**src/rtl/uart_pkg.sv**
```systemverilog
// Shared definitions for the memory-mapped 8N1 UART: register map,
// STATUS bit positions and the state encoding used by both serial FSMs.
package uart_pkg;

  // Byte offsets inside the 8-byte register window.
  localparam logic [2:0] UART_DATA    = 3'd0;
  localparam logic [2:0] UART_STATUS  = 3'd2;
  localparam logic [2:0] UART_DIVISOR = 3'd4;
  localparam logic [2:0] UART_IE      = 3'd6;

  localparam int ST_TXIDLE  = 0;
  localparam int ST_TXFULL  = 1;
  localparam int ST_RXAVAIL = 2;
  localparam int ST_RXFULL  = 3;
  localparam int ST_FE      = 4;
  localparam int ST_RXOVR   = 5;
  localparam int ST_TXOVR   = 6;

  typedef enum logic [1:0] {
    IDLE  = 2'd0,
    START = 2'd1,
    DATA  = 2'd2,
    STOP  = 2'd3
  } uart_state_t;

  // Bit period in clocks; divisors below 2 would leave no room for a mid-bit sample.
  function automatic logic [15:0] eff_period(input logic [15:0] divisor);
    return (divisor < 16'd2) ? 16'd2 : divisor;
  endfunction

endpackage

```
**src/rtl/uart_fifo.sv**
```systemverilog
// 8-bit synchronous FIFO; pointers carry one extra wrap bit so full and
// empty are told apart by comparing the MSBs.
module uart_fifo #(
  parameter int DEPTH = 4
) (
  input  logic       clk,
  input  logic       rst_n,
  input  logic       push_i,
  input  logic [7:0] wdata_i,
  input  logic       pop_i,
  output logic [7:0] rdata_o,
  output logic       full_o,
  output logic       empty_o
);

  localparam int AW = $clog2(DEPTH);

  logic [AW:0] wr_ptr_q, rd_ptr_q;
  logic [7:0]  mem_q [DEPTH];
  logic        do_push, do_pop;

  assign empty_o = (wr_ptr_q == rd_ptr_q);
  assign full_o  = (wr_ptr_q[AW] != rd_ptr_q[AW]) &&
                   (wr_ptr_q[AW-1:0] == rd_ptr_q[AW-1:0]);

  // A pop frees the slot this cycle, so a push into a full FIFO is accepted alongside it.
  assign do_pop  = pop_i && !empty_o;
  assign do_push = push_i && (!full_o || do_pop);

  // NOTE: state updates use non-blocking assignments so every flop samples pre-edge values.
  always_ff @(posedge clk or negedge rst_n) begin
    if (!rst_n) begin
      wr_ptr_q <= '0;
      rd_ptr_q <= '0;
    end else begin
      if (do_push) wr_ptr_q <= wr_ptr_q + 1'b1;
      if (do_pop)  rd_ptr_q <= rd_ptr_q + 1'b1;
    end
  end

  // NOTE: storage has no reset; the pointers alone define which entries are valid.
  always_ff @(posedge clk) begin
    if (do_push) mem_q[wr_ptr_q[AW-1:0]] <= wdata_i;
  end

  assign rdata_o = mem_q[rd_ptr_q[AW-1:0]];

endmodule

```
**src/rtl/uart.sv**
```systemverilog
// Memory-mapped 8N1 UART: register window on the CPU data bus, TX/RX FIFOs,
// bit-period timing and the two serial FSMs, plus a level interrupt.
module uart
  import uart_pkg::*;
#(
  parameter logic [15:0] ADDRBASE        = 16'h0010,
  parameter int          TXDEPTH         = 4,
  parameter int          RXDEPTH         = 4,
  parameter logic [15:0] DEFAULT_DIVISOR = 16'd104
) (
  input  logic        clk,
  input  logic        reset,
  input  logic [15:0] dread_addr,
  output logic [15:0] dread_data,
  input  logic [15:0] dwrite_addr,
  input  logic [15:0] dwrite_data,
  input  logic [1:0]  dwrite_en,
  input  logic        rxd,
  output logic        txd,
  output logic        interrupt
);

  logic        wr_hit, wr_push, wr_cmd, cpu_pop;
  logic [2:0]  wr_off, w1c;
  logic        unused_addr_lsb;

  assign wr_hit  = (dwrite_addr[15:3] == ADDRBASE[15:3]);
  assign wr_off  = {dwrite_addr[2:1], 1'b0};
  assign wr_push = wr_hit && (wr_off == UART_DATA) && dwrite_en[0];
  assign wr_cmd  = wr_hit && (wr_off == UART_STATUS) && dwrite_en[0];
  assign cpu_pop = wr_cmd && dwrite_data[0];
  assign w1c     = wr_cmd ? dwrite_data[6:4] : 3'b000;
  assign unused_addr_lsb = dread_addr[0] ^ dwrite_addr[0];

  // ---------------------------------------------------------------- FIFOs
  logic       tx_push, tx_pop, tx_full, tx_empty;
  logic       rx_push, rx_full, rx_empty;
  logic [7:0] tx_head, rx_head, rx_shift_q;

  assign tx_push = wr_push && !tx_full;

  uart_fifo #(.DEPTH(TXDEPTH)) u_tx_fifo (
    .clk     (clk),
    .rst_n   (reset),
    .push_i  (tx_push),
    .wdata_i (dwrite_data[7:0]),
    .pop_i   (tx_pop),
    .rdata_o (tx_head),
    .full_o  (tx_full),
    .empty_o (tx_empty)
  );

  uart_fifo #(.DEPTH(RXDEPTH)) u_rx_fifo (
    .clk     (clk),
    .rst_n   (reset),
    .push_i  (rx_push),
    .wdata_i (rx_shift_q),
    .pop_i   (cpu_pop),
    .rdata_o (rx_head),
    .full_o  (rx_full),
    .empty_o (rx_empty)
  );

  // ---------------------------------------------------------- registers
  logic [15:0] div_q, div_d, period;
  logic [2:0]  ie_q, ie_d;
  logic        fe_q, fe_d, rxovr_q, rxovr_d, txovr_q, txovr_d;
  logic        fe_set, rxovr_set, txovr_set;

  assign period = eff_period(div_q);

  // NOTE: every always_comb output gets a default first so no latch is inferred.
  always_comb begin
    div_d = div_q;
    ie_d  = ie_q;
    if (wr_hit && wr_off == UART_DIVISOR) begin
      if (dwrite_en[0]) div_d[7:0]  = dwrite_data[7:0];
      if (dwrite_en[1]) div_d[15:8] = dwrite_data[15:8];
    end
    if (wr_hit && wr_off == UART_IE && dwrite_en[0]) ie_d = dwrite_data[2:0];
    // A fresh event in the same cycle as its clear keeps the flag set.
    fe_d    = (fe_q    & ~w1c[0]) | fe_set;
    rxovr_d = (rxovr_q & ~w1c[1]) | rxovr_set;
    txovr_d = (txovr_q & ~w1c[2]) | txovr_set;
  end

  always_ff @(posedge clk or negedge reset) begin
    if (!reset) begin
      div_q   <= DEFAULT_DIVISOR;
      ie_q    <= '0;
      fe_q    <= 1'b0;
      rxovr_q <= 1'b0;
      txovr_q <= 1'b0;
    end else begin
      div_q   <= div_d;
      ie_q    <= ie_d;
      fe_q    <= fe_d;
      rxovr_q <= rxovr_d;
      txovr_q <= txovr_d;
    end
  end

  // ------------------------------------------------------------- TX FSM
  uart_state_t tx_state_q;
  logic [15:0] tx_cnt_q, tx_per_q;
  logic [2:0]  tx_bit_q;
  logic [7:0]  tx_shift_q;
  logic        txd_q, tx_tick;

  assign tx_tick   = (tx_cnt_q == '0);
  assign tx_pop    = tx_tick && !tx_empty && (tx_state_q == IDLE || tx_state_q == STOP);
  assign txovr_set = wr_push && tx_full;

  always_ff @(posedge clk or negedge reset) begin
    if (!reset) begin
      tx_state_q <= IDLE;
      tx_cnt_q   <= '0;
      tx_per_q   <= 16'd2;
      tx_bit_q   <= '0;
      tx_shift_q <= '0;
      txd_q      <= 1'b1;
    end else if (!tx_tick) begin
      tx_cnt_q <= tx_cnt_q - 16'd1;
    end else begin
      unique case (tx_state_q)
        IDLE: ;
        START: begin
          tx_state_q <= DATA;
          tx_cnt_q   <= tx_per_q - 16'd1;
          tx_bit_q   <= '0;
          txd_q      <= tx_shift_q[0];
          tx_shift_q <= {1'b0, tx_shift_q[7:1]};
        end
        DATA: begin
          tx_cnt_q <= tx_per_q - 16'd1;
          if (tx_bit_q == 3'd7) begin
            tx_state_q <= STOP;
            txd_q      <= 1'b1;
          end else begin
            tx_bit_q   <= tx_bit_q + 3'd1;
            txd_q      <= tx_shift_q[0];
            tx_shift_q <= {1'b0, tx_shift_q[7:1]};
          end
        end
        STOP: tx_state_q <= IDLE;
        default: tx_state_q <= IDLE;
      endcase
      // Loading from IDLE or straight out of STOP; the divisor is latched per frame.
      if (tx_pop) begin
        tx_state_q <= START;
        tx_per_q   <= period;
        tx_cnt_q   <= period - 16'd1;
        tx_shift_q <= tx_head;
        txd_q      <= 1'b0;
      end
    end
  end

  assign txd = txd_q;

  // ------------------------------------------------------------- RX FSM
  uart_state_t rx_state_q;
  logic [15:0] rx_cnt_q, rx_per_q;
  logic [2:0]  rx_bit_q;
  logic        rx_meta_q, rx_sync_q, rx_prev_q;
  logic        rx_tick, rx_fall, rx_stop_tick;

  assign rx_tick      = (rx_cnt_q == '0);
  assign rx_fall      = rx_prev_q && !rx_sync_q;
  assign rx_stop_tick = (rx_state_q == STOP) && rx_tick;
  assign rx_push      = rx_stop_tick && rx_sync_q;
  assign fe_set       = rx_stop_tick && !rx_sync_q;
  assign rxovr_set    = rx_push && rx_full && !cpu_pop;

  always_ff @(posedge clk or negedge reset) begin
    if (!reset) begin
      rx_meta_q  <= 1'b1;
      rx_sync_q  <= 1'b1;
      rx_prev_q  <= 1'b1;
      rx_state_q <= IDLE;
      rx_cnt_q   <= '0;
      rx_per_q   <= 16'd2;
      rx_bit_q   <= '0;
      rx_shift_q <= '0;
    end else begin
      rx_meta_q <= rxd;
      rx_sync_q <= rx_meta_q;
      rx_prev_q <= rx_sync_q;
      if (!rx_tick) begin
        rx_cnt_q <= rx_cnt_q - 16'd1;
      end else begin
        unique case (rx_state_q)
          IDLE: if (rx_fall) begin
            rx_state_q <= START;
            rx_per_q   <= period;
            rx_cnt_q   <= (period >> 1) - 16'd1;
          end
          START: begin
            if (!rx_sync_q) begin
              rx_state_q <= DATA;
              rx_cnt_q   <= rx_per_q - 16'd1;
              rx_bit_q   <= '0;
            end else begin
              rx_state_q <= IDLE;
            end
          end
          DATA: begin
            rx_shift_q <= {rx_sync_q, rx_shift_q[7:1]};
            rx_cnt_q   <= rx_per_q - 16'd1;
            if (rx_bit_q == 3'd7) rx_state_q <= STOP;
            else                  rx_bit_q   <= rx_bit_q + 3'd1;
          end
          STOP:    rx_state_q <= IDLE;
          default: rx_state_q <= IDLE;
        endcase
      end
    end
  end

  // ------------------------------------------------------------ readback
  logic        rd_hit_q;
  logic [2:0]  rd_off_q;
  logic [15:0] status;

  always_ff @(posedge clk or negedge reset) begin
    if (!reset) begin
      rd_hit_q <= 1'b0;
      rd_off_q <= '0;
    end else begin
      rd_hit_q <= (dread_addr[15:3] == ADDRBASE[15:3]);
      rd_off_q <= {dread_addr[2:1], 1'b0};
    end
  end

  always_comb begin
    status             = '0;
    status[ST_TXIDLE]  = tx_empty && (tx_state_q == IDLE);
    status[ST_TXFULL]  = tx_full;
    status[ST_RXAVAIL] = !rx_empty;
    status[ST_RXFULL]  = rx_full;
    status[ST_FE]      = fe_q;
    status[ST_RXOVR]   = rxovr_q;
    status[ST_TXOVR]   = txovr_q;
  end

  // Muxing registered state by a registered address gives the end-of-previous-cycle view.
  always_comb begin
    dread_data = '0;
    if (rd_hit_q) begin
      unique case (rd_off_q)
        UART_DATA:    dread_data = {8'h00, rx_empty ? 8'h00 : rx_head};
        UART_STATUS:  dread_data = status;
        UART_DIVISOR: dread_data = div_q;
        UART_IE:      dread_data = {13'd0, ie_q};
        default:      dread_data = '0;
      endcase
    end
  end

  assign interrupt = (ie_q[0] & status[ST_RXAVAIL]) |
                     (ie_q[1] & status[ST_TXIDLE])  |
                     (ie_q[2] & (fe_q | rxovr_q | txovr_q));

endmodule

```
**config.mk**
```make
export PLATFORM = sky130hd
export DESIGN_NAME = uart
export DESIGN_NICKNAME = d
export VERILOG_FILES = /design/src/rtl/uart_pkg.sv /design/src/rtl/uart_fifo.sv /design/src/rtl/uart.sv
export SDC_FILE = /design/constraint.sdc
export NUM_CORES = 1
export LEC_CHECK = 0
export ABC_AREA = 1
export BUFFER_PORTS_ARGS = -buffer_cell sky130_fd_sc_hd__buf_2
export CAP_MARGIN = 5
export CORE_MARGIN = 1
export CORE_UTILIZATION = 55
export CTS_CLUSTER_DIAMETER = 40
export DETAILED_ROUTE_END_ITERATION = 8
export PLACE_DENSITY = 0.74
export SYNTH_ARGS = -nofsm -noshare
export SYNTH_HDL_FRONTEND = slang
export SYNTH_HIERARCHICAL = 1
export SYNTH_SLANG_ARGS = --single-unit
```
**constraint.sdc**
```tcl
create_clock -name clk -period 5.56 [get_ports clk]
set_clock_uncertainty 0.15 [all_clocks]
set_input_delay 0.278 -clock clk [delete_from_list [all_inputs] [get_ports clk]]
set_output_delay 0.278 -clock clk [all_outputs]
set_load 0.03 [all_outputs]
```
Word level (Yosys, flattened, before mapping). Memory sizes are Yosys's and may differ from the RTL's. Index checks and enable logic that the tools add are counted.

Register bits after elaboration: 131. Bits in writable memories: 64. Input port bits: 53. Output and inout bits: 18. Memories: 2.

Add/sub/neg operators: 12. Magnitude comparators: 1. Eq/ne operators: 33. Multiplexer cells: 34. Bitwise logic cells: 16. Reductions and logical operators: 57.

Memory list: u_rx_fifo.mem_q (depth 4, bits a word 8, rd ports 1, clocked after memory_dff 0, wr ports 1, RTL line uart_fifo.sv:19) `logic [7:0] mem_q [DEPTH];`; u_tx_fifo.mem_q (depth 4, bits a word 8, rd ports 1, clocked after memory_dff 0, wr ports 1, RTL line uart_fifo.sv:19).

Operators by type and width (number): $mux W16 (8); $sub A16 B1 Y16 const B (5); $pmux W16 S4 (1); $pmux W16 S3 (1); $logic_not A16 Y1 (2); $eq A13 B2 Y1 const B (2); $logic_and A1 B1 Y1 (25); $mux W8 (3); $add A3 B1 Y3 const B (6); $reduce_and A3 Y1 (6); $eq A2 B2 Y1 const B (8); $lt A16 B2 Y1 const B (1); $pmux W8 S2 (1); $sub A15 B1 Y16 const B (1); $mux W3 (4); $pmux W3 S2 (2); $mux W2 (5); $ne A2 B2 Y1 const B (5); $reduce_and A2 Y1 (5); $ne A3 B2 Y1 const B (3); $eq A2 B1 Y1 const B (4); $pmux W2 S4 (1); $or A1 B1 Y1 (7); $and A1 B1 Y1 (6); 19 further kinds (41).

Longest topological paths before layout. Gate-level depths: netlist of the first run.

Depth in word-level cells: 9. Gate-level depth with buffers: 18.

Modules after synthesis. The synthesis of the first run kept the hierarchy.

By module, submodules not included: uart (times used 1, cells an instance 850, area an instance 6563.8 um^2, sequential area each 2989.1 um^2); uart_fifo (times used 2, cells an instance 137, area an instance 1661.6 um^2, sequential area each 1111.1 um^2).

Least setup slack after synthesis of the first run. Ideal clock, no wire load.

Path type: register -> register. From: register u_tx_fifo.rd_ptr_q[0]. To: memory u_tx_fifo.mem_q[0][0] (enable). Library setup time: 0.371 ns. Arrival: 2.267 ns. Slack: 2.772 ns. Cell stages (with the launch flop): 14. Buffers on the path: 2. Period minus slack after synthesis: 2.788 ns. Cell sequence: dfrtp_1 -> buf_6 -> nand2_1 -> nand2_4 -> nand3_2 -> inv_1 -> nor2_4 -> nand3_2 -> inv_2 -> clkbuf_1 -> inv_1 -> nand4_4 -> nand2_4 -> nor2_1.

Cells in the longest elaborated chain, start to end: 9. Elaborated cells on any way between the ends: 13. Classes of those cells: eq/ne: 2; mux: 2; reduce/logical: 9.

RTL lines: start, declared (RTL line uart_fifo.sv:18) `logic [AW:0] wr_ptr_q, rd_ptr_q;`; start signal, assigned (RTL line uart_fifo.sv:37) `if (do_pop) rd_ptr_q <= rd_ptr_q + 1'b1;`; $eq A3 B3 Y1 (RTL line uart_fifo.sv:22) `assign empty_o = (wr_ptr_q == rd_ptr_q);`; via tx_empty (RTL line uart.sv:36) `logic tx_push, tx_pop, tx_full, tx_empty;`; $logic_not A1 Y1 (RTL line uart.sv:111) `assign tx_pop = tx_tick && !tx_empty && (tx_state_q == IDLE || tx_state_q == STOP);`; $logic_and A1 B1 Y1 (2 in a row) (RTL line uart.sv:111); via tx_pop (RTL line uart.sv:36); $logic_and A1 B1 Y1 (RTL line uart_fifo.sv:27) `assign do_pop = pop_i && !empty_o;`; $logic_or A1 B1 Y1 (RTL line uart_fifo.sv:28) `assign do_push = push_i && (!full_o || do_pop);`; $logic_and A1 B1 Y1 (RTL line uart_fifo.sv:28); $mux W1 (RTL line uart_fifo.sv:43) `if (do_push) mem_q[wr_ptr_q[AW-1:0]] <= wdata_i;`; $mux W1 (implied by the code) (RTL line uart_fifo.sv:43); end, declared (RTL line uart_fifo.sv:19).

The timed path passes the listed nets, and every way through them passes these cells.

Worst setup path in the final report of the first run.
From: register u_tx_fifo.rd_ptr_q[0]. To: memory u_tx_fifo.mem_q[0][1] (enable).

Cells in the longest elaborated chain, start to end: 9. Elaborated cells on any way between the ends: 13. Classes of those cells: eq/ne: 2; mux: 2; reduce/logical: 9.

RTL lines (RTL line): $eq A3 B3 Y1 (*) (uart_fifo.sv:22); via tx_empty (uart.sv:36); $logic_not A1 Y1 (*) (uart_fifo.sv:27, uart.sv:111); $logic_and A1 B1 Y1 (2 in a row) (uart.sv:111); $logic_and A1 B1 Y1 (*) (uart_fifo.sv:27); $logic_or A1 B1 Y1 (*) (uart_fifo.sv:28); $logic_and A1 B1 Y1 (*) (uart_fifo.sv:28); $mux W1 (*) (uart_fifo.sv:43); $mux W1 (implied by the code) (*) (uart_fifo.sv:43).

Mark *: on every way through the listed nets, which the timed path passes. The rest lies on a longest branch.

==> run summary, run 1 <==
status - finished clean
worst r2r src - u_tx_fifo/rd_ptr_q[0]$_DFFE_PN0P_
synthesis-to-finish area growth - 12.4%
routed via count - 7873
Total Routed Length - 22300 um
nets@finish - 1280
Post-CTS Setup Bufs - 0
Critical Path Stages - 12
Async S/R FF share, synth - 67.2%
vias per cell - 5.47
Hold WC Path Type - input port to flip-flop
hold-critical path depth - 3
Power Total - 3.63 mW
Final period util - 68.1%
MaxCap Viol Count - 0
Core Rows - 48
Hold Crit Start - dwrite_data[11]
Reg clk slew, reported paths - 70 ps
Mean Syn Cell Area - 8.80 um^2
post-synthesis sequential element count - 195
CTS tree - built
main area contributors after synthesis - dfrtp_1 31%, edfxtp_1 19%, nand2_1 9.5%, o21ai_0 5.8%, inv_1 5.0%
critical path class - flip-flop to flip-flop
Mapped Area - 9890 um^2
Filler cells - 1461
drt first pass iters - 5
Synth Area in Adders - 3.16%
starting density of the core - 56.8%
synthesized instance count - 1124
largest family of logic cells by synthesized area - simple AND/OR/NAND/NOR gates
Placeable Area - 17400 um^2
CP max-delay cell - dfrtp_1
FF-to-FF End - u_tx_fifo/mem_q[0][1]$_DFFE_PP_
post-synthesis simple-gate area fraction - 25.0%
Reg2Reg Depth - 12
endpoint with the worst hold slack - div_q[11]$_DFFE_PN0P_
Synth Area in XOR/XNOR - 0.949%
die area - 18500 um^2
antenna-violating nets left - 0
VDD IR max - 0.000249 V
slowest stage delay, CP - 790 ps
CP top delay family - simple AND/OR/NAND/NOR gates
antenna violations before repair - 0
multiplexer share of the synthesized area - 0.304%
Worst Tran Pin Value - 848 ps
Synth top cells by count - 251 x nand2_1, 131 x inv_1, 122 x dfrtp_1
Crit path required time - 5480 ps
H-tree depth - 4
Final Hold Vio Count - 0
RSZ-0062 raised after global routing - false
count leader, synth - nand2_1
Layout Utilization - 63.8%
Synth top area share - 30.9%
Synth Warn # - 6
CP arrival - 3710 ps
largest net degree at the start of global routing - 85
Overflow after GRT - 0
drt drc - 0
layout cells sized above 1 - 14.2%
Slew Viols, Final - 0
CTS root buf - clkbuf_16
Reg2Reg Setup Slack - 1770 ps
number of global-route vias before repair - 7563
Ant. Diodes - 0
register area share after synthesis - 52.7%
setup TNS - 0 ps
CP dominant cell by count - nand2_4
I/O pin cnt - 71
Post-synth top flop - dfrtp_1
cts repair resizes - 0
Worst Path Max Fanout - 20
wire length per cell - 15.5 um
GRT Overall Usage - 25.7%
Tmin final - 3790 ps
clk sink count - 195
maximum clock insertion buffer count - 2
post-detail-place hpwl - 15500 um
Synth Area in Compound Gates - 10.4%
first-pass GRT wire length - 36700 um
Post-synth EDFFs - 64
final RePlAce weighted congestion - 0.889
Achievable Freq - 264 MHz
Die X - 136 um
Max transition margin - 43.3%
clock latency on the worst-skew pair - 440 ps
Setup violations, final - 0
Die Y - 136 um
number of DRC markers in iteration 0 - 537
worst-path cell chain - inv_4 -> nand2_4 -> nand2_4 -> nand3_2 -> inv_1 -> nor2_4 -> nand3_2 -> inv_2 -> inv_1 -> nand4_4 -> nand2_4 -> nor2_1
Port Buffers - 68
PD cells - 327 nW/um^2
Post-CTS Hold Buffers - 19
synth unique cells - 55
Post-Synthesis Net Count - 1202
Buf/Inv on CP - 4
crit path launch type - flip-flop
Synth area leader - dfrtp_1
LEAKAGE - 5.02 nW
Inserted Clock Buffers - 17
CP Capture Type - flip-flop
==> cells in the final DEF, fill, tap and decap left out, types with 7 or more instances in the layout <==
cell / count
dfrtp_1: 122
o21ai_0: 114
nor2_2: 7
edfxtp_1: 64
o22ai_1: 16
clkbuf_16: 17
inv_1: 131
nor2_1: 110
nand4_1: 30
inv_2: 12
nor2_4: 7
buf_2: 67
dfstp_2: 9
nand2_1: 251
nand2_2: 8
ha_1: 25
dlygate4sd3_1: 19
nor3_1: 15
a21oi_1: 32
nand3b_1: 9
nand3_1: 54
==> cell type report <==
class                      instances  area (um^2)  share of cell area, %
clock buffer                      18          429                   3.86
sequential                       195         5210                   46.9
multi-input combinational        752         3940                   35.5
tap                              225          282                   2.53
clock inverter                    14          136                   1.23
inverter                         146          553                   4.98
timing repair buffer              90          559                   5.03
==> per-layer routing <==
layer	vias to the layer above	wire (um)	global-route usage, %
met3	33	890	3.62
met5	-	0	0
li1	3895	-	-
met1	3760	9920	33.1
met2	185	11000	43.9
met4	0	480	9.32
==> registers in the layout, indices dropped and copies added, names as in the netlist, 8 cells and up, named ones only <==
signal and count:
u_rx_fifo/mem_q 32, u_tx_fifo/mem_q 32, div_q 16, rx_cnt_q 16, rx_per_q 16, tx_cnt_q 16
tx_per_q 16, rx_shift_q 8, tx_shift_q 8
==> worst max-delay path by stage <==
stage                     slack [ps]                               to                         startpoint
after CTS                       1790  u_tx_fifo/mem_q[0][1]$_DFFE_PP_  u_tx_fifo/rd_ptr_q[0]$_DFFE_PN0P_
after global routing            1500  u_tx_fifo/mem_q[0][2]$_DFFE_PP_  u_tx_fifo/rd_ptr_q[0]$_DFFE_PN0P_
after detailed placement        1810  u_tx_fifo/mem_q[0][3]$_DFFE_PP_  u_tx_fifo/rd_ptr_q[0]$_DFFE_PN0P_
after floorplan                 2770  u_tx_fifo/mem_q[0][0]$_DFFE_PP_  u_tx_fifo/rd_ptr_q[0]$_DFFE_PN0P_
after global placement          1960  u_tx_fifo/mem_q[0][1]$_DFFE_PP_  u_tx_fifo/rd_ptr_q[0]$_DFFE_PN0P_
final                           1770  u_tx_fifo/mem_q[0][1]$_DFFE_PP_  u_tx_fifo/rd_ptr_q[0]$_DFFE_PN0P_
==> logic make-up (layout without fill, tap and decap cells) <==
group,count (synthesis),after routing
AND/OR/NAND/NOR,526,526
flip-flops,195,195
AO/OA/AOI/OAI,189,189
buffers and inverters,177,268
adder cells (fa/ha/maj),25,25
XOR/XNOR,9,9
multiplexers,3,3
==> stage by stage <==
stage	area, um^2	hold WS, ps	setup slack [ps]	std cells
2_1_floorplan	9890	-168	2770	1124
3_3_place_gp	10400	197	1960	1389
3_5_place_dp	10400	199	1810	1389
4_1_cts	11100	1.52	1790	1440
5_1_grt	11100	13.0	1500	1440
6_report	11100	6.79	1770	1440
==> report_power, final <==
group,switching [mW],internal [mW]
Sequential,0.0459,1.60
Clock,0.598,0.598
Combinational,0.522,0.269
==> worst reg2reg max path: stages, from the launching register on <==
cell	delay (ps)
dfrtp_1	790
inv_4	220
nand2_4	120
nand2_4	70
nand3_2	120
inv_1	130
nor2_4	370
nand3_2	140
inv_2	320
inv_1	130
nand4_4	140
nand2_4	90
nor2_1	650
No activity file was read; power rests on OpenSTA's default activity.
==> inputs of run 2 (changes only) <==
Settings changed: ABC_AREA 1 to 0.
Clock period 5.56 ns to 3.9 ns, I/O delays scaled along.
==> run summary, run 2 <==
status - finished clean
Async S/R FF share, synth - 67.2% (unchanged)
number of global-route vias before repair - 7076 (-6.4%)
Reg2Reg Setup Slack - 370 ps (-1400 ps)
VDD IR max - 0.000341 V (+37%)
Tmin final - 3530 ps (-262 ps)
Reg clk slew, reported paths - 70 ps (about the same)
Ant. Diodes - 0 (unchanged)
drt drc - 0 (unchanged)
antenna violations before repair - 0 (unchanged)
synth unique cells - 80 (+45%)
Placeable Area - 17400 um^2 (-0.35%)
Worst Path Max Fanout - 14 (-30%)
Synth top area share - 31.0% (+0.16 points)
Slew Viols, Final - 0 (unchanged)
first-pass GRT wire length - 35500 um (-3.2%)
Synth Warn # - 6 (unchanged)
register area share after synthesis - 53.0% (+0.28 points)
synthesis-to-finish area growth - 16.2%
Register Area - 5210 um^2 (unchanged)
Post-Synthesis Net Count - 935 (-22%)
setup TNS - 0 ps (unchanged)
CTS tree - built
wire length per cell - 18.1 um (+17%)
synthesized instance count - 857 (-24%)
worst-path cell chain - inv_1 -> ha_1 -> inv_1 -> o21ai_0 -> a211o_1 -> nor2b_1 -> ha_1 -> nand3b_1 -> a31oi_1 -> o211a_1 -> nand3_1 -> xnor2_1 -> nor2_1
Hold Crit Start - dwrite_addr[2]
Achievable Freq - 284 MHz (+7.4%)
Filler cells - 1258 (-14%)
Setup violations, final - 0 (unchanged)
main area contributors after synthesis - dfrtp_1 31%, edfxtp_1 20%, mux2_2 5.5%, nand2_1 3.8%, mux4_2 3.7%
most common cell after layout, fill and taps aside - dfrtp_1
Inserted Clock Buffers - 17 (unchanged)
critical path class - flip-flop to flip-flop
slowest stage delay, CP - 580 ps (-210 ps)
antenna-violating nets left - 0 (unchanged)
Post-synth top flop - dfrtp_1
starting density of the core - 56.7% (-0.11 points)
post-detail-place hpwl - 14700 um (-5.3%)
MaxCap Viol Count - 0 (unchanged)
Synth top cells by count - 122 x dfrtp_1, 99 x nand2_1, 64 x edfxtp_1
Post-CTS Hold Buffers - 24 (+5)
PD cells - 470 nW/um^2 (+44%)
vias per cell - 5.92 (+8.4%)
worst setup margin - 375 ps (-1400 ps)
hold_ws - 69.4 ps (+62.6 ps)
RSZ-0062 raised after global routing - false
nets@finish - 1039 (-19%)
Mapped Area - 9830 um^2 (-0.53%)
maximum clock insertion buffer count - 2 (unchanged)
CP Capture Type - flip-flop
GRT Overall Usage - 25.2% (-0.45 points)
number of DRC markers in iteration 0 - 432 (-20%)
endpoint with the worst hold slack - rxovr_q$_DFF_PN0_
CP arrival - 3690 ps (-20 ps)
die area - 18400 um^2 (-0.52%)
CTS root buf - clkbuf_16
Synth area leader - dfrtp_1
Die Y - 136 um (-0.26%)
clk sink count - 195 (unchanged)
Port Buffers - 68 (unchanged)
clock latency on the worst-skew pair - 440 ps (about the same)
CP top delay family - compound AO/OA/AOI/OAI gates
Core Rows - 48 (unchanged)
footprint of the multi-input gates - 4310 um^2 (+9.5%)
Power Total - 5.37 mW (+48%)
Total Routed Length - 21800 um (-2.6%)
CP max-delay cell - ha_1
Worst Tran Pin Value - 796 ps (-52.3 ps)
Reg2Reg Depth - 13 (+1)
commonest cells after routing, fill and taps aside - 122 x dfrtp_1, 99 x nand2_1, 67 x buf_2
pre-CTS WS - 533 ps (-1280 ps)
Post-CTS Setup Bufs - 0 (unchanged)
FF-to-FF End - rx_cnt_q[12]$_DFFE_PN0P_
I/O pin cnt - 71 (unchanged)
Hold WC Path Type - input port to flip-flop
largest net degree at the start of global routing - 80 (-5.9%)
hold-critical path depth - 4 (+1)
count leader, synth - dfrtp_1
layout cells sized above 1 - 23.1% (+8.9 points)
H-tree depth - 4 (unchanged)
Final period util - 90.4% (+22 points)
Overflow after GRT - 0 (unchanged)
routed via count - 7103 (-9.8%)
drt first pass iters - 5 (unchanged)
LEAKAGE - 5.09 nW (+1.6%)
Final Hold Vio Count - 0 (unchanged)
Max transition margin - 46.8% (+3.6 points)
Die X - 136 um (-0.26%)
crit path launch type - flip-flop
Mean Syn Cell Area - 11.5 um^2 (+30%)
post-synthesis sequential element count - 195 (unchanged)
cts repair resizes - 0 (unchanged)
Crit path required time - 4060 ps (-1420 ps)
worst r2r src - rx_state_q[0]$_DFFE_PN0P_
Buf/Inv on CP - 2 (-2)
Post-synth EDFFs - 64 (unchanged)
final RePlAce weighted congestion - 0.946 (+6.5%)
run 2: cell types whose count changed after synthesis, sizes merged, moves of 13 or more:
cell / previous run / this run
nand2: 265 / 99
inv: 145 / 24
o21ai: 118 / 31
nor2: 124 / 61
mux2: 0 / 60
nand3: 61 / 19
nand4: 34 / 4
mux2i: 3 / 21
clkbuf: 13 / 29
mux4: 0 / 16
and2: 1 / 15
nor3: 16 / 30
or4: 1 / 14
run 2: cell type report:
type                       count  share of cell area, %
clock buffer                  17                   3.72
multi-input combinational    595                   37.8
tap                          225                   2.46
sequential                   195                   45.6
timing repair buffer         127                   7.54
inverter                      25                  0.821
clock inverter                15                   2.08
run 2: worst max path at each step:
stage	from	end	slack [ps]	cells past startpoint
floorplan	u_tx_fifo/rd_ptr_q[1]$_DFFE_PN0P_	tx_cnt_q[12]$_DFFE_PN0P_	180	15
global placement	rx_state_q[0]$_DFFE_PN0P_	rx_cnt_q[12]$_DFFE_PN0P_	570	13
detailed placement	u_tx_fifo/wr_ptr_q[2]$_DFFE_PN0P_	tx_cnt_q[15]$_DFFE_PN0P_	530	9
CTS	rx_state_q[0]$_DFFE_PN0P_	rx_cnt_q[12]$_DFFE_PN0P_	390	13
global route	rx_state_q[0]$_DFFE_PN0P_	rx_cnt_q[8]$_DFFE_PN0P_	100	12
finish	rx_state_q[0]$_DFFE_PN0P_	rx_cnt_q[12]$_DFFE_PN0P_	370	13
run 2: worst register-to-register path, cell delays in order, from the launching register on:
cell      delay (ps)
dfrtp_1          430
inv_1             90
ha_1             580
inv_1            170
o21ai_0          250
a211o_1          160
nor2b_1          190
ha_1             240
nand3b_1          90
a31oi_1          380
o211a_1          320
nand3_1          120
xnor2_1          190
nor2_1            50
run 2: report_power, final:
part | internal [mW] | switching, mW | leakage, nW
Sequential | 2.32 | 0.183 | 2.31
Combinational | 0.428 | 0.532 | 2.47
Clock | 1.05 | 0.856 | 0.320
run 2: cells by family after synthesis:
kind of cell | after synthesis | share of synthesized area (%)
AOI/OAI and AO/OA | 152 | 10.8
adders and majority gates | 25 | 3.18
muxes | 97 | 12.7
and+or+nand+nor | 296 | 14.9
buffers and inverters | 67 | 3.19
xor gates and xnor gates | 25 | 2.23
DFF | 195 | 53.0
run 2: through the flow:
stage	util [%]	area, um^2	std cells
after floorplan	-	9830	857
after global placement	60.6	10500	1143
after detailed placement	60.6	10500	1143
after CTS	65.8	11400	1199
after global routing	65.8	11400	1199
final	65.8	11400	1199
run 2: layer usage:
layer | vias up | wire length [um] | global-route usage [%]
met5 | - | 0 | 0
met4 | 0 | 412 | 9.11
met3 | 30 | 841 | 4.98
met2 | 190 | 10800 | 42.1
met1 | 3514 | 9670 | 32.6
li1 | 3369 | - | -
==> inputs of run 3 (changes only) <==
Settings changed: SYNTH_HIERARCHICAL 1 to not set.
==> run summary, run 3 <==
worst setup margin - 160 ps (-214 ps)
Port Buffers - 68 (unchanged)
Synth area leader - dfrtp_1
Core Rows - 48 (unchanged)
LEAKAGE - 4.82 nW (-5.4%)
routed via count - 7055 (-0.68%)
CTS tree - built
Total Routed Length - 21800 um (+0.41%)
final RePlAce weighted congestion - 0.860 (-9.1%)
met3 wire len - 1170 um (+39%)
Final period util - 95.9% (+5.5 points)
VDD IR max - 0.000447 V (+31%)
Inserted Clock Buffers - 17 (unchanged)
Synth top area share - 31.6% (+0.57 points)
clk sink count - 195 (unchanged)
starting density of the core - 56.0% (-0.64 points)
Post-synth EDFFs - 64 (unchanged)
I/O pin cnt - 71 (unchanged)
Die X - 135 um (-0.90%)
wire length per cell - 18.2 um (+0.50%)
main area contributors after synthesis - dfrtp_1 32%, edfxtp_1 20%, mux2_2 5.6%, nand2_1 4.3%, mux4_2 3.5%
synthesized instance count - 850 (-0.82%)
Crit path required time - 4080 ps (+20 ps)
crit path launch type - flip-flop
Layout Utilization - 65.4% (-0.43 points)
Max transition margin - 31.5% (-15 points)
count leader, synth - dfrtp_1
Async S/R FF share, synth - 67.2% (unchanged)
Achievable Freq - 267 MHz (-5.7%)
Tmin final - 3740 ps (+214 ps)
Worst Path Max Fanout - 6 (-8)
met2 WL post-DR - 10800 um (-0.46%)
maximum clock insertion buffer count - 2 (unchanged)
Register Area - 5210 um^2 (unchanged)
nets@finish - 1038 (-0.096%)
layout cells sized above 1 - 23.3% (+0.23 points)
Die Y - 135 um (-0.90%)
pre-CTS WS - 145 ps (-389 ps)
clock latency on the worst-skew pair - 440 ps (about the same)
register area share after synthesis - 54.0% (+0.97 points)
die area - 18100 um^2 (-1.8%)
post-detail-place hpwl - 14700 um (+0.29%)
Mapped Area - 9660 um^2 (-1.8%)
PD cells - 483 nW/um^2 (+2.7%)
CP arrival - 3910 ps (+220 ps)
CP Capture Type - flip-flop
MaxCap Viol Count - 0 (unchanged)
Mean Syn Cell Area - 11.4 um^2 (-1.0%)
largest net degree at the start of global routing - 112 (+40%)
vias per cell - 5.89 (-0.59%)
number of global-route vias before repair - 6958 (-1.7%)
post-synthesis sequential element count - 195 (unchanged)
Ant. Diodes - 0 (unchanged)
Reg clk slew, reported paths - 80 ps (about the same)
CTS root buf - clkbuf_16
wire length on met1 - 9600 um (-0.75%)
Final Hold Vio Count - 0 (unchanged)
Overflow after GRT - 0 (unchanged)
critical path class - flip-flop to flip-flop
Hold WC Path Type - input port to flip-flop
status - finished clean
Setup violations, final - 0 (unchanged)
drt drc - 0 (unchanged)
antenna violations before repair - 0 (unchanged)
Placeable Area - 17200 um^2 (-0.69%)
synthesis-to-finish area growth - 16.7%
commonest cells after routing, fill and taps aside - 122 x dfrtp_1, 111 x nand2_1, 71 x nor2_1
most common cell after layout, fill and taps aside - dfrtp_1
H-tree depth - 4 (unchanged)
drt first pass iters - 5 (unchanged)
Synth top cells by count - 122 x dfrtp_1, 111 x nand2_1, 71 x nor2_1
Post-Synthesis Net Count - 928 (-0.75%)
Worst Tran Pin Value - 1030 ps (+232 ps)
Slew Viols, Final - 0 (unchanged)
Post-synth top flop - dfrtp_1
first-pass GRT wire length - 36000 um (+1.5%)
synth unique cells - 70 (-13%)
GRT Overall Usage - 26.2% (+0.95 points)
antenna-violating nets left - 0 (unchanged)
number of DRC markers in iteration 0 - 525 (+22%)
top layer reached by signal wires - met4
Filler cells - 1271 (+1.0%)
footprint of the multi-input gates - 4200 um^2 (-2.7%)
Synth Warn # - 0 (-6)
## run 3: cell count changes after synthesis, moves of 6 or more
cell,change
nand2_1,+12
a31oi_1,+10
mux2_1,-10
nor2_1,+10
and2_1,+8
a22oi_1,-7
o21bai_1,+7
or4_1,-7
a21oi_1,-6
clkbuf_1,-6
nand3_1,-6
nor3b_1,+6
nor4_1,+6
## run 3: final timing paths
check,startpoint,end,slack (ps),cells after the start
setup / recovery,tx_state_q[0]$_DFFE_PN0P_,tx_cnt_q[14]$_DFFE_PN0P_,160,12
hold / removal,dwrite_addr[2],txovr_q$_DFF_PN0_,80,3
setup reg to reg,tx_state_q[0]$_DFFE_PN0P_,tx_cnt_q[14]$_DFFE_PN0P_,160,12
hold reg to reg,rx_meta_q$_DFF_PN1_,rx_sync_q$_DFF_PN1_,210,0
max in group asynchronous,reset,div_q[5]$_DFFE_PN1P_,2300,3
min in group asynchronous,reset,tx_shift_q[6]$_DFFE_PN0P_,290,2
## run 3: kinds of logic (layout without fill, tap and decap cells)
kind of cell / count (synthesis) / after routing / share of synthesized area [%]
compound gates: 141 / 141 / 10.1
xor+xnor: 20 / 20 / 2.16
fa+ha+maj: 25 / 25 / 3.24
buf+inv: 62 / 185 / 2.72
flops: 195 / 195 / 54.0
mux: 85 / 85 / 11.7
simple gates: 322 / 322 / 16.1
## run 3: cell type report
cell class | instances | area share (%)
Timing Repair Buffer | 125 | 7.49
Clock buffer | 17 | 3.77
Tap cell | 225 | 2.50
Clock inverter | 15 | 1.83
Inverter | 28 | 0.932
Multi-Input combinational cell | 593 | 37.2
Sequential cell | 195 | 46.2
## run 3: power by group
group          total [mW]  switching, mW  internal, mW
sequential           2.51          0.183          2.33
combinational        1.10          0.611         0.485
clock                1.83          0.935         0.895
total                5.44           1.73          3.71
## run 3: what timing repair did
| action | CTS | global route |
|---|---|---|
| resized for setup | 0 | 2 |
| setup buffers | 0 | 2 |
| hold buffers | 23 | 0 |
| hold endpoints to repair | 161 | 0 |
| setup endpoints to repair | 0 | 1 |
## run 3: worst max-delay path, stage by stage, from the launching register on
cell and delay [ps]:
dfrtp_1 410, inv_1 100, ha_2 380, inv_2 70, o31a_1 150, buf_4 150
a311o_1 400, inv_1 80, ha_1 210, o211ai_4 110, or4_1 540, or4_1 550
mux2_1 330
## run 3: through the flow
step	setup TNS, ps	hold slack, ps	cell area [um^2]	power (mW)	instances
detailed placement	0	154	10400	3.60	1141
finish	0	81.0	11300	5.44	1198
CTS	0	13.1	11300	5.46	1196
floorplan	0	-251	9660	3.30	850
global placement	0	151	10400	3.58	1141
global route	-18.5	83.3	11300	5.72	1198
## run 3: metal layers
| layer | vias to the layer above | global-route usage (%) |
|---|---|---|
| met5 | - | 0 |
| met4 | 0 | 7.80 |
| met3 | 30 | 4.84 |
| met2 | 219 | 42.9 |
| met1 | 3498 | 35.8 |
| li1 | 3308 | - |
